### src/rtl/obc_shift_accumulator.sv
// Bit-serial shift-accumulate stage for one OBC DFT output: weights each ROM slice sum by
// 2^bit_idx, adds the offset term, and hands one result downstream per accepted start.
module obc_shift_accumulator #(
   parameter int DATA_W = 8,
   parameter int ROM_W  = 32,
   parameter int ACC_W  = 48,
   localparam int IDX_W = (DATA_W > 1) ? $clog2(DATA_W) : 1
) (
   input  logic                    clk,
   input  logic                    rst_n,
   input  logic                    start,
   input  logic [ROM_W-1:0]        off_val,
   input  logic [ROM_W-1:0]        rom_in,
   output logic [IDX_W-1:0]        bit_idx,
   output logic                    m_out,
   output logic                    busy,
   output logic                    out_valid,
   output logic [ACC_W-1:0]        out_data,
   input  logic                    out_ready
);

   typedef enum logic [1:0] {
      IDLE  = 2'd0,
      ACCUM = 2'd1,
      DONE  = 2'd2
   } state_t;

   localparam logic [IDX_W-1:0] LAST_IDX = IDX_W'(DATA_W - 1);

   state_t             state_q, state_d;
   logic [ACC_W-1:0]   acc_q, acc_d;
   logic [IDX_W-1:0]   bit_idx_q, bit_idx_d;
   logic               out_valid_q, out_valid_d;
   logic [ACC_W-1:0]   out_data_q, out_data_d;

   logic [ACC_W-1:0]   off_ext;
   logic [ACC_W-1:0]   rom_ext;
   logic [ACC_W-1:0]   slice_sum;
   logic               last_slice;

   assign off_ext    = {{(ACC_W-ROM_W){off_val[ROM_W-1]}}, off_val};
   assign rom_ext    = {{(ACC_W-ROM_W){rom_in[ROM_W-1]}}, rom_in};
   assign slice_sum  = acc_q + (rom_ext << bit_idx_q);
   assign last_slice = (bit_idx_q == LAST_IDX);

   always_comb begin
      state_d     = state_q;
      acc_d       = acc_q;
      bit_idx_d   = bit_idx_q;
      out_valid_d = out_valid_q;
      out_data_d  = out_data_q;
      unique case (state_q)
         IDLE: begin
            if (start) begin
               acc_d     = off_ext;
               bit_idx_d = '0;
               state_d   = ACCUM;
            end
         end
         ACCUM: begin
            acc_d = slice_sum;
            if (last_slice) begin
               bit_idx_d   = '0;
               state_d     = DONE;
               out_valid_d = 1'b1;
               out_data_d  = slice_sum;
            end else begin
               bit_idx_d = bit_idx_q + 1'b1;
            end
         end
         DONE: begin
            // A start coinciding with the handshake launches the next conversion immediately.
            if (out_ready) begin
               out_valid_d = 1'b0;
               if (start) begin
                  acc_d     = off_ext;
                  bit_idx_d = '0;
                  state_d   = ACCUM;
               end else begin
                  state_d = IDLE;
               end
            end
         end
         default: begin
            state_d = IDLE;
         end
      endcase
   end

   always_ff @(posedge clk) begin
      if (!rst_n) begin
         state_q     <= IDLE;
         acc_q       <= '0;
         bit_idx_q   <= '0;
         out_valid_q <= 1'b0;
         out_data_q  <= '0;
      end else begin
         state_q     <= state_d;
         acc_q       <= acc_d;
         bit_idx_q   <= bit_idx_d;
         out_valid_q <= out_valid_d;
         out_data_q  <= out_data_d;
      end
   end

   assign bit_idx   = bit_idx_q;
   assign m_out     = (state_q == ACCUM) && last_slice;
   assign busy      = (state_q != IDLE);
   assign out_valid = out_valid_q;
   assign out_data  = out_data_q;

endmodule

### config.mk
export PLATFORM = sky130hd
export DESIGN_NAME = obc_shift_accumulator
export DESIGN_NICKNAME = d
export VERILOG_FILES = /design/src/rtl/obc_shift_accumulator.sv
export SDC_FILE = /design/constraint.sdc
export NUM_CORES = 1
export LEC_CHECK = 0
export ABC_CLOCK_PERIOD_IN_PS = 4500
export CAP_MARGIN = 30
export CORE_MARGIN = 1.5
export CORE_UTILIZATION = 45
export DETAILED_ROUTE_END_ITERATION = 8
export HOLD_SLACK_MARGIN = 0.02
export MAX_ROUTING_LAYER = met4
export PLACE_DENSITY_LB_ADDON = 0.12
export SYNTH_ARGS = -nofsm -noshare
export SYNTH_HDL_FRONTEND = slang
export SYNTH_SLANG_ARGS = --single-unit
### constraint.sdc
create_clock -name clk -period 4.5 [get_ports clk]
set_input_delay 0.9 -clock clk [delete_from_list [all_inputs] [get_ports clk]]
set_output_delay 0.9 -clock clk [all_outputs]
set_load 0.02 [all_outputs]
Word level (Yosys, flattened, before mapping). Index checks and enable logic that the tools add are counted.

Order comparisons: 0. Multiply operators: 0. Eq/ne operators: 6. Bitwise operators: 0. Multiplexer cells: 15. Reduce and logical (&&, ||, !) cells: 9. Add/subtract/negate cells: 2. Div/mod/pow operators: 0. Shifts and indexed selects: 1.

Operator list (number): $pmux W48 S3 (1); $mux W48 (2); $add A48 B48 Y48 (1); $shl A48 B3 Y48 (1); $mux W3 (3); $pmux W3 S3 (1); $mux W2 (3); $ne A2 B2 Y1 const B (3); $pmux W2 S3 (1); $reduce_and A3 Y1 (2); $reduce_and A2 Y1 (2); $reduce_bool A2 Y1 (2); $add A3 B1 Y3 const B (1); $eq A3 B3 Y1 const B (1); $mux W1 (3); $reduce_bool A3 Y1 (1); $eq A2 B1 Y1 const B (1); $eq A2 B2 Y1 const B (1); $logic_not A2 Y1 (1); $pmux W1 S2 (1); $logic_and A1 B1 Y1 (1).

Register bits: 102. Latch bits: 0. Logic and storage cells: 38. Input bits: 68. Memory bits (read-only): 0. RAM bits: 0. Memories kept: 0.

Depth between registers and ports, before layout. Gate-level depths: netlist of the first run.

Depth in word-level cells: 3. Gate-level depth with buffers: 17.

Worst setup path after synthesis of the first run. Ideal clock, no wire load.

Path kind: flip-flop to flip-flop. Start point: register bit_idx_q[1] (netlist: bit_idx[1]). End point: register acc_q[22]. Arrival time: 3.891 ns. Path slack: 0.478 ns. Cell stages (with the launch flop): 15. Buffers on the path: 3. Period minus slack after synthesis: 4.022 ns. Setup time: 0.130 ns. Path through: dfxtp_1 -> clkbuf_1 -> clkbuf_1 -> mux2_2 -> mux4_2 -> ha_1 -> buf_6 -> and4_4 -> and2_1 -> a221oi_2 -> a21oi_1 -> a311o_1 -> a21boi_1 -> xor2_1 -> o22ai_1.

Word-level cells in the longest chain between the ends: 3.

RTL lines: from (decl) (line 32) `logic [IDX_W-1:0] bit_idx_q, bit_idx_d;`; from (signal assigned) (line 100) `bit_idx_q <= bit_idx_d;`; $shl A48 B3 Y48 (line 43) `assign slice_sum = acc_q + (rom_ext << bit_idx_q);`; $add A48 B48 Y48 (line 43); $pmux W48 S3 (line 52) `unique case (state_q)`; to (signal assigned) (line 93) `acc_q <= '0;`; to (signal assigned) (line 99) `acc_q <= acc_d;`; to (decl) (line 31) `logic [ACC_W-1:0] acc_q, acc_d;`.

Every way passes these cells. A chain may end at the register's enable or synchronous reset.

Worst setup path in the final report of the first run.
Start point: register bit_idx_q[1] (netlist: bit_idx[1]). End point: register out_data_q[40] (netlist: out_data[40]).

Word-level cells in the longest chain between the ends: 2.

RTL lines: $shl A48 B3 Y48 / $eq A3 B3 Y1 (equally long branches) (line 43, 44); $add A48 B48 Y48 / $reduce_and A2 Y1 (equally long branches); to (signal assigned) (line 102) `out_data_q <= out_data_d;`; to (decl) (line 34) `logic [ACC_W-1:0] out_data_q, out_data_d;`.

Several ways; a longest one is shown, not always the timed one.

==> results of run 1 <==
-- power groups by stage --
stage / clock network, mW / logic, mW / registers, mW
2_1_floorplan: 0 / 1.02 / 1.01
3_3_place_gp: 0 / 1.41 / 1.03
3_5_place_dp: 0 / 1.41 / 1.03
4_1_cts: 0.785 / 1.42 / 1.01
5_1_grt: 0.817 / 1.57 / 1.02
6_report: 0.777 / 1.44 / 1.01
-- layout by cell type (no fill, tap or decap), drive strengths merged, types with 5 or more instances in the layout --
cell type / count
clkdlybuf4s50: 120
or4: 6
mux2: 27
or3: 8
dfxtp: 102
nand2b: 6
buf: 58
o21ai: 92
nor3: 19
inv: 16
a31oi: 11
o221ai: 5
xnor2: 22
and2: 10
nor2: 104
nor4: 5
a21oi: 121
nand3: 40
ha: 49
o22ai: 7
a311oi: 9
a211oi: 12
xor2: 19
nand2: 136
mux4: 17
mux2i: 18
o211ai: 20
nand4: 25
o21bai: 8
a21o: 9
o21a: 10
clkbuf: 12
-- worst max-delay path by stage --
| stage | to | slack (ns) |
|---|---|---|
| 2_1_floorplan | acc_q[22] | 0.48 |
| 3_3_place_gp | out_data[38] | 0.02 |
| 3_5_place_dp | out_data[44] | 0.03 |
| 4_1_cts | acc_q[42] | 0.39 |
| 5_1_grt | acc_q[42] | 0.05 |
| 6_report | out_data[40] | 0.33 |
-- flip-flops by register name, indices dropped and copies added, names as in the netlist --
name and flops:
out_data 48, state_q 2, bit_idx 3, acc_q 48, out_valid 1
-- synthesized netlist by cell type (4+ instances only) --
cell type	count	area, µm²
ha_1	49	613.1
mux2_2	27	304.0
o221ai_1	5	43.79
or3_1	8	50.05
buf_2	4	20.02
a211oi_1	12	90.09
mux2i_1	18	180.2
dfxtp_1	102	2042
o211ai_1	19	142.6
nor2b_1	4	25.02
clkbuf_1	49	183.9
buf_1	7	26.28
o22ai_1	7	43.79
xor2_1	19	166.4
a21o_1	8	60.06
nor4_1	5	31.28
nand2_1	135	506.7
o21a_1	10	75.07
buf_6	9	101.4
a21oi_1	119	595.6
a22oi_1	4	30.03
nor3_1	18	90.09
a31oi_1	11	68.82
xnor2_1	22	192.7
a311oi_1	9	78.83
nand3_1	38	190.2
or2_2	4	25.02
o21bai_1	8	60.06
nand2b_1	6	37.54
clkbuf_8	6	82.58
nand4_1	24	150.1
nor2_1	104	390.4
o21ai_0	87	435.4
mux4_2	17	382.9
inv_1	15	56.30
and2_1	10	62.56
or4_1	6	45.04
-- per-stage QoR --
stage / total power [mW] / std cells
final: 3.226 / 1412
after global placement: 2.443 / 1396
after floorplan: 2.024 / 1066
after global routing: 3.408 / 1412
after detailed placement: 2.440 / 1396
after CTS: 3.214 / 1412
-- area by class of cell --
| cell class | count | area share [%] |
|---|---|---|
| well taps | 229 | 2.860 |
| inverters | 15 | 0.5620 |
| clock buffers | 12 | 2.460 |
| clock inverters | 4 | 0.3122 |
| flip-flops and latches | 102 | 20.41 |
| repair buffers | 178 | 16.31 |
| multi-input cells | 872 | 57.09 |
-- cells by family (layout without fill, tap and decap cells) --
| group | after synthesis | in the layout | share of synthesized area, % |
|---|---|---|---|
| buffers and inverters | 92 | 209 | 5.891 |
| adders and majority gates | 50 | 50 | 7.683 |
| xor gates and xnor gates | 41 | 41 | 4.358 |
| muxes | 62 | 62 | 10.52 |
| AOI/OAI and AO/OA | 340 | 340 | 25.39 |
| DFF | 102 | 102 | 24.78 |
| and+or+nand+nor | 379 | 379 | 21.38 |
-- worst reg2reg max path, cell delays in order (launching register included) --
cell	delay, ns
dfxtp_2	0.71
buf_4	0.32
mux2_2	0.39
o21ai_0	0.26
o21bai_1	0.15
ha_1	0.45
nand2_1	0.14
o21ai_0	0.39
o21ai_0	0.19
nor2b_1	0.17
a21oi_2	0.27
a21oi_1	0.17
or4_1	0.42
nand3_1	0.08
-- metal layers --
metal | vias up | track usage, % | share of wire (%)
met5 | - | - | 0
met4 | 0 | 6.316 | 1.2
met3 | 24 | 2.979 | 6.0
met2 | 300 | 43.10 | 45
met1 | 3936 | 39.92 | 48
li1 | 4128 | - | -
==> impl_metrics.csv, run 1 <==
group,metric,value,unit
status,status,"finished clean",
clock_tree,clkTransAtPathRegs,0.08,ns
finish,n_antenna_cell,0,
floorplan,die_area,19130,µm²
worst_setup_path,crit_chain,"buf_4 > mux2_2 > o21ai_0 > o21bai_1 > ha_1 > nand2_1 > o21ai_0 > o21ai_0 > nor2b_1 > a21oi_2 > a21oi_1 > or4_1 > nand3_1",
finish,areaGrowthSynthToFinish,21.58,%
finish,nets,1296,
hold_path,hp-class,"reg2reg",
worst_setup_path,rr_worst_depth,13,
clock_tree,cts_buffer_depth,2,
grt,grt_pass1_vias,7661,
power,p_per_area,322.0,nW/µm²
sta,setup_viol,0,
sta,finalHoldViolCount,0,
power,power.share.clock,24.1,%
clock_tree,clock_latency,0.37,ns
worst_setup_path,startpoint,"bit_idx[1]",
power,cellLeakagePower,3.776,nW
yosys,ys.flop_type,"dfxtp_1",
floorplan,row_count,49,
yosys,synth_cell_types,76,
sta,fin_crit,4.171,ns
finish,stdcell_area,10020,µm²
sta,tns,0,ns
worst_setup_path,r2r_slack,0.33,ns
power,switching_share,39.64,%
worst_setup_path,end_kind,"register",
sta,maxSlewHeadroom,38.51,%
floorplan,core_area,17960,µm²
finish,multiInputGateArea,5719,µm²
yosys,syn_nets,1184,
sta,tightest_slew,0.9190,ns
yosys,synthArstFlopShare,0,%
sta,rsz0062_at_grt,"no",
yosys,seq_area_frac_synth,24.78,%
sta,fin_worst_skew,0.01355,ns
sta,fin_crit_sh,92.69,%
worst_setup_path,crit_slowest_cell,"dfxtp_2",
floorplan,start_util,45.87,%
worst_setup_path,crit_path_max_fanout,29,
worst_setup_path,worstReg2RegEnd,"out_data[40]",
clock_tree,cts_resized,0,
place,placed_cell_area,9741,µm²
power,intPower,1.947,mW
clock_tree,hold_buffers,0,
finish,fillers,1740,
yosys,synth_edf_count,0,
grt,grt_usage,28.11,%
route,post_drt_wl_per_cell,18.85,µm
flow_run,drv_cap,0,
place,io_buffers,121,
worst_setup_path,cp.arrival,4.48,ns
grt,gr-total-overflow,0,
clock_tree,cts_tree,"yes",
route,drt_wl_total,26.62,mm
route,antenna_left,0,
place,place_congestion,0.9294,
route,drc,0,
finish,final_util,55.77,%
sta,whs,0.4537,ns
worst_setup_path,cp_top_family,"compound AO/OA/AOI/OAI gates",
worst_setup_path,reg2reg_from,"bit_idx[1]",
sta,slew_viol_final,0,
clock_tree,root_buffer,"clkbuf_16",
worst_setup_path,required,4.81,ns
hold_path,holdPathEnd,"out_data[13]",
place,hpwlAfterDp,20.38,mm
worst_setup_path,worst_path_most_repeated_cell,"o21ai_0",
worst_setup_path,crit_cells,13,
place,place_ws,0.02736,ns
clock_tree,h-tree-depth,3,
grt,grt_max_degree,64,
floorplan,die_height,138.3,µm
floorplan,die_x,138.3,µm
worst_setup_path,critical_path.max_stage_delay,0.71,ns
clock_tree,postCtsSetupBuffers,0,
route,drtIter0Drc,783,
finish,final-seq-area,2044,µm²
finish,layout-drive-gt1-share,12.34,%
grt,grt_pass1_wl,41.77,mm
power,seq_power_share,31.3,%
grt,grt_antenna_before_repair,0,
route,drt_pass1_iterations,5,
floorplan,ios,122,
power,peakVddDrop,198.4,µV
yosys,syn-cell-area,8240,µm²
worst_setup_path,path_buf_inv,1,
clock_tree,cts_sinks,102,
hold_path,hold_path_startpoint,"out_data[13]",
hold_path,worstHoldPathCells,2,
route,vias_per_cell,5.941,
yosys,ys_ff_latch,102,
clock_tree,cts_buffers,9,
worst_setup_path,start_kind,"register",
yosys,yosysWarnings,0,
sta,setup_slack,0.3289,ns
sta,clock.fmax,0.2397,GHz
worst_setup_path,criticalPathCategory,"reg2reg",
route,vias,8388,
yosys,postSynthAreaPerCell,7.730,µm²
power,pwr-share-comb,44.6,%
yosys,synth_cells,1066,
power,p_switching,1.279,mW
No activity file was read; power rests on OpenSTA's default activity.
==> run 2: changes to the inputs <==
--- a/config.mk
+++ b/config.mk
@@ -5,7 +5,7 @@
 export SDC_FILE = /design/constraint.sdc
 export NUM_CORES = 1
 export LEC_CHECK = 0
-export ABC_CLOCK_PERIOD_IN_PS = 4500
+export ABC_CLOCK_PERIOD_IN_PS = 4510
 export CAP_MARGIN = 30
 export CORE_MARGIN = 1.5
 export CORE_UTILIZATION = 45
==> constraint.sdc (replaced) <==
create_clock -name clk -period 4.51 [get_ports clk]
set_input_delay 0.902 -clock clk [delete_from_list [all_inputs] [get_ports clk]]
set_output_delay 0.902 -clock clk [all_outputs]
set_load 0.02 [all_outputs]
==> run 2 against run 1 <==
Die area stayed put. Cell count is 0.78% lower. Non-clock buffer count is 11 lower. Via count is 0.20% lower. Largest cell class unchanged.
==> impl_metrics.csv, run 2 (synthesis results as in run 1) <==
group,metric,value,unit
grt,met3_usage,4.053,%
clock_tree,cts_resized,0,
grt,gr-total-overflow,0,
route,antenna_left,0,
sta,fin_crit,4.129,ns
floorplan,start_util,45.87,%
finish,nets,1285,
grt,met2_usage,41.53,%
floorplan,ios,122,
power,finalPower,3.331,mW
finish,n_antenna_cell,0,
place,place_ws,0.02648,ns
floorplan,row_count,49,
place,place_congestion,0.9649,
place,hpwlAfterDp,19.97,mm
sta,tns,0,ns
place,io_buffers,121,
finish,final_cell_mix,"134 x nand2_1, 120 x clkdlybuf4s50_1, 119 x a21oi_1, 104 x nor2_1, 100 x dfxtp_1",
route,drc,0,
clock_tree,h-tree-depth,3,
worst_setup_path,required,4.77,ns
clock_tree,clock_latency,0.37,ns
sta,setup_viol,0,
clock_tree,root_buffer,"clkbuf_16",
worst_setup_path,start_kind,"input pin",
sta,fin_worst_skew,0.01685,ns
clock_tree,clkTransAtPathRegs,0.07,ns
sta,clock.fmax,0.2422,GHz
finish,final-seq-area,2044,µm²
grt,grt_pass1_wl,41.77,mm
place,placed_cell_area,9683,µm²
floorplan,core_area,17960,µm²
power,cellLeakagePower,3.751,nW
route,drtIter0Drc,810,
status,status,"finished clean",
grt,gr-max-usage-layer,"met2",
route,drt_pass1_iterations,5,
grt,grt_antenna_before_repair,0,
finish,final_common_cell,"nand2_1",
hold_path,hp-class,"reg2reg",
route,vias,8371,
finish,fillers,1741,
floorplan,die_x,138.3,µm
sta,finalHoldViolCount,0,
sta,slew_viol_final,0,
clock_tree,postCtsSetupBuffers,0,
sta,tightest_slew,1.060,ns
clock_tree,cts_tree,"yes",
finish,layout-drive-gt1-share,11.60,%
worst_setup_path,end_kind,"register",
route,drt_wl_total,26.49,mm
worst_setup_path,cp.arrival,4.39,ns
clock_tree,cts_buffer_depth,2,
clock_tree,cts_sinks,102,
finish,stdcell_area,10020,µm²
power,p_per_area,332.5,nW/µm²
route,vias_per_cell,5.975,
sta,maxSlewHeadroom,29.07,%
flow_run,drv_cap,0,
power,peakVddDrop,181.9,µV
finish,multiInputGateArea,5719,µm²
worst_setup_path,crit_path_max_fanout,7,
finish,final_util,55.76,%
clock_tree,hold_buffers,0,
route,post_drt_wl_per_cell,18.91,µm
sta,setup_slack,0.3810,ns
clock_tree,cts_buffers,9,
sta,fin_crit_sh,91.55,%
grt,globalRouteMet1Util,40.00,%
floorplan,die_height,138.3,µm
grt,grt_pass1_vias,7595,
finish,areaGrowthSynthToFinish,21.55,%
grt,grt_max_degree,64,
worst_setup_path,criticalPathCategory,"in2reg",
sta,rsz0062_at_grt,"no",
floorplan,die_area,19130,µm²
grt,grt_usage,28.10,%
-- run 2: area by class of cell --
class                           instances  share of cell area, %
Clock buffer                           11                  2.423
Timing Repair Buffer                  167                  15.74
Clock inverter                          5                 0.8994
Inverter                               15                 0.5621
Tap cell                              229                  2.861
Multi-Input combinational cell        872                  57.10
Sequential cell                       102                  20.41
-- run 2: power breakdown --
| group | switching [mW] | internal (mW) |
|---|---|---|
| logic | 0.841 | 0.577 |
| registers | 0.0481 | 0.960 |
| clock network | 0.394 | 0.511 |
| total | 1.28 | 2.05 |
-- run 2: final timing paths --
path | start | end | slack [ns] | cells past startpoint
worst max-delay path | rom_in[9] | acc_q[42] | 0.38 | 12
worst min-delay path | out_data[1] | out_data[1] | 0.45 | 2
worst max register to register | bit_idx[1] | out_data[37] | 0.49 | 12
worst min register to register | out_data[1] | out_data[1] | 0.45 | 2
-- run 2: worst max-delay path, cell delays in order --
cell and delay, ns:
clkdlybuf4s50_1 0.42, mux2_2 0.31, mux4_2 0.48, ha_1 0.40, and4_4 0.24, and2_1 0.16, a221oi_2 0.36, a21boi_1 0.19
o21a_1 0.30, o41ai_2 0.29, nor2_1 0.07, o221a_2 0.26
-- run 2: per-layer routing --
layer | part of all wire [%] | vias up
li1 | - | 4132
met3 | 6.2 | 34
met1 | 48 | 3923
met4 | 1.9 | 0
met2 | 44 | 282
met5 | 0 | -
-- run 2: through the flow --
step	std cells	hold WS, ns
2_1_floorplan	1066	0.4362
3_3_place_gp	1385	0.4434
3_5_place_dp	1385	0.4471
4_1_cts	1401	0.4578
5_1_grt	1401	0.4713
6_report	1401	0.4532
==> run 3: changes to the inputs <==
--- a/config.mk
+++ b/config.mk
@@ -8,7 +8,7 @@
 export ABC_CLOCK_PERIOD_IN_PS = 4510
 export CAP_MARGIN = 30
 export CORE_MARGIN = 1.5
-export CORE_UTILIZATION = 45
+export CORE_UTILIZATION = 30
 export DETAILED_ROUTE_END_ITERATION = 8
 export HOLD_SLACK_MARGIN = 0.02
 export MAX_ROUTING_LAYER = met4
==> run 3 against run 2 <==
Sequential power hardly changed. Final area grew 4.8%. Combinational power is 13% higher. Clock power is 7.0% lower. Critical path type unchanged.
==> impl_metrics.csv, run 3 (synthesis results as in run 1) <==
group,metric,value,unit
floorplan,die_height,168.7,µm
grt,grt_antenna_before_repair,0,
worst_setup_path,critical_path.max_stage_delay,0.52,ns
hold_path,worstHoldPathCells,2,
route,vias_per_cell,5.399,
grt,grt_pass1_wl,46.89,mm
grt,grt_usage,21.90,%
route,vias,8439,
sta,fin_crit,4.230,ns
route,drt_pass1_iterations,6,
route,drc,0,
power,cellLeakagePower,3.976,nW
hold_path,hp-class,"reg2reg",
worst_setup_path,worst_path_most_repeated_cell,"buf_4",
sta,setup_viol,0,
clock_tree,cts_tree,"yes",
worst_setup_path,crit_slowest_cell,"mux4_2",
route,drtIter0Drc,424,
worst_setup_path,r2r_slack,0.42,ns
floorplan,die_x,168.7,µm
worst_setup_path,rr_worst_depth,13,
hold_path,hold_path_startpoint,"out_data[24]",
finish,final_cell_mix,"134 x nand2_1, 120 x clkdlybuf4s50_1, 119 x a21oi_1, 104 x nor2_1, 100 x dfxtp_1",
worst_setup_path,crit_path_max_fanout,5,
sta,maxSlewHeadroom,40.12,%
worst_setup_path,start_kind,"input pin",
finish,nets,1335,
clock_tree,h-tree-depth,3,
sta,clock.fmax,0.2364,GHz
route,post_drt_wl_per_cell,19.32,µm
clock_tree,hold_buffers,0,
worst_setup_path,required,4.82,ns
clock_tree,cts_sinks,102,
clock_tree,cts_buffer_depth,2,
finish,layout-drive-gt1-share,15.30,%
sta,rsz0062_at_grt,"no",
sta,slew_viol_final,0,
floorplan,ios,122,
finish,stdcell_count,1563,
grt,grt_max_degree,64,
sta,finalHoldViolCount,0,
sta,whs,0.4580,ns
worst_setup_path,reg2reg_from,"bit_idx[1]",
power,p_per_area,328.9,nW/µm²
clock_tree,clkTransAtPathRegs,0.08,ns
place,io_buffers,121,
floorplan,row_count,60,
floorplan,core_area,26950,µm²
worst_setup_path,criticalPathCategory,"in2reg",
place,hpwlAfterDp,23.59,mm
clock_tree,clock_latency,0.37,ns
worst_setup_path,cp.arrival,4.54,ns
route,antenna_left,0,
place,dp_cells,1547,
floorplan,start_util,30.58,%
grt,gr-total-overflow,0,
worst_setup_path,crit_chain,"clkdlybuf4s50_1 > mux2_2 > mux4_2 > ha_1 > buf_4 > nand3_2 > nor3_2 > nand4_1 > a21boi_1 > buf_4 > o21a_1 > a21oi_1 > or4_1 > nand3_1",
route,drt_wl_total,30.19,mm
grt,grt_pass1_vias,8191,
clock_tree,root_buffer,"clkbuf_16",
place,place_congestion,0.8848,
finish,final_util,38.94,%
clock_tree,cts_resized,0,
status,status,"finished clean",
sta,fin_worst_skew,0.01184,ns
finish,areaGrowthSynthToFinish,27.35,%
finish,final_common_cell,"nand2_1",
clock_tree,cts_buffers,9,
clock_tree,postCtsSetupBuffers,0,
finish,n_antenna_cell,0,
sta,tightest_slew,0.8982,ns
worst_setup_path,end_kind,"register",
power,peakVddDrop,210.9,µV
worst_setup_path,worstReg2RegEnd,"out_data[38]",
flow_run,drv_cap,0,
sta,fin_crit_sh,93.79,%
floorplan,die_area,28470,µm²
hold_path,holdPathEnd,"out_data[24]",
==> run 3: changes by cell type in the layout (fill, tap and decap cells not counted), sizes merged <==
cell / before / now
clkbuf: 11 / 10
buf: 47 / 97
inv: 17 / 16
clkinv: 0 / 3
bufinv: 2 / 1
==> run 3: cell type report <==
type / count / area (µm²)
multi-input combinational: 872 / 5719
tap: 341 / 426.7
inverter: 15 / 56.30
fill: 2854 / 16460
timing repair buffer: 217 / 1939
clock inverter: 6 / 68.82
sequential: 102 / 2044
clock buffer: 10 / 239.0
==> run 3: layer usage <==
layer  up-vias  routed length [µm]  GRT usage, %  share of wire, %
met5         -                   0             -                 0
met4         0                 481         5.280               1.6
met3        28                1321         3.180               4.4
met2       195               12680         32.29                42
met1      3998               15710         31.28                52
li1       4218                   -             -                 -
==> run 3: worst max-delay path: cells and delay by family <==
kind	cells	cell delay [ns]
fa+ha+maj	1	0.38
mux	2	0.82
compound gates	3	0.69
simple gates	5	1.01
buf+inv	3	0.73
==> run 3: metrics by stage <==
step                setup TNS, ns  worst slack (ns)  area (µm²)  power (mW)
floorplan                       0            0.4882        8240       2.020
global placement          -0.4437           -0.1102       10190       2.622
detailed placement        -0.1914          -0.05355       10190       2.611
CTS                             0            0.3098       10490       3.467
global route                    0            0.1223       10490       3.667
finish                          0            0.2800       10490       3.451
==> run 3: power breakdown <==
part	switching [mW]	total, mW	internal [mW]
Sequential	0.0470	1.01	0.960
Combinational	0.918	1.60	0.684
Clock	0.392	0.842	0.450
Total	1.36	3.45	2.09
==> run 3: how the worst max path moves through the flow <==
stage / from / endpoint / slack, ns / cells past startpoint
floorplan: bit_idx[1] / acc_q[22] / 0.49 / 14
global placement: rom_in[7] / out_data[44] / -0.11 / 13
detailed placement: rom_in[5] / out_data[38] / -0.05 / 14
CTS: rom_in[7] / out_data[38] / 0.31 / 14
global route: rom_in[7] / out_data[44] / 0.12 / 13
finish: rom_in[6] / out_data[38] / 0.28 / 14
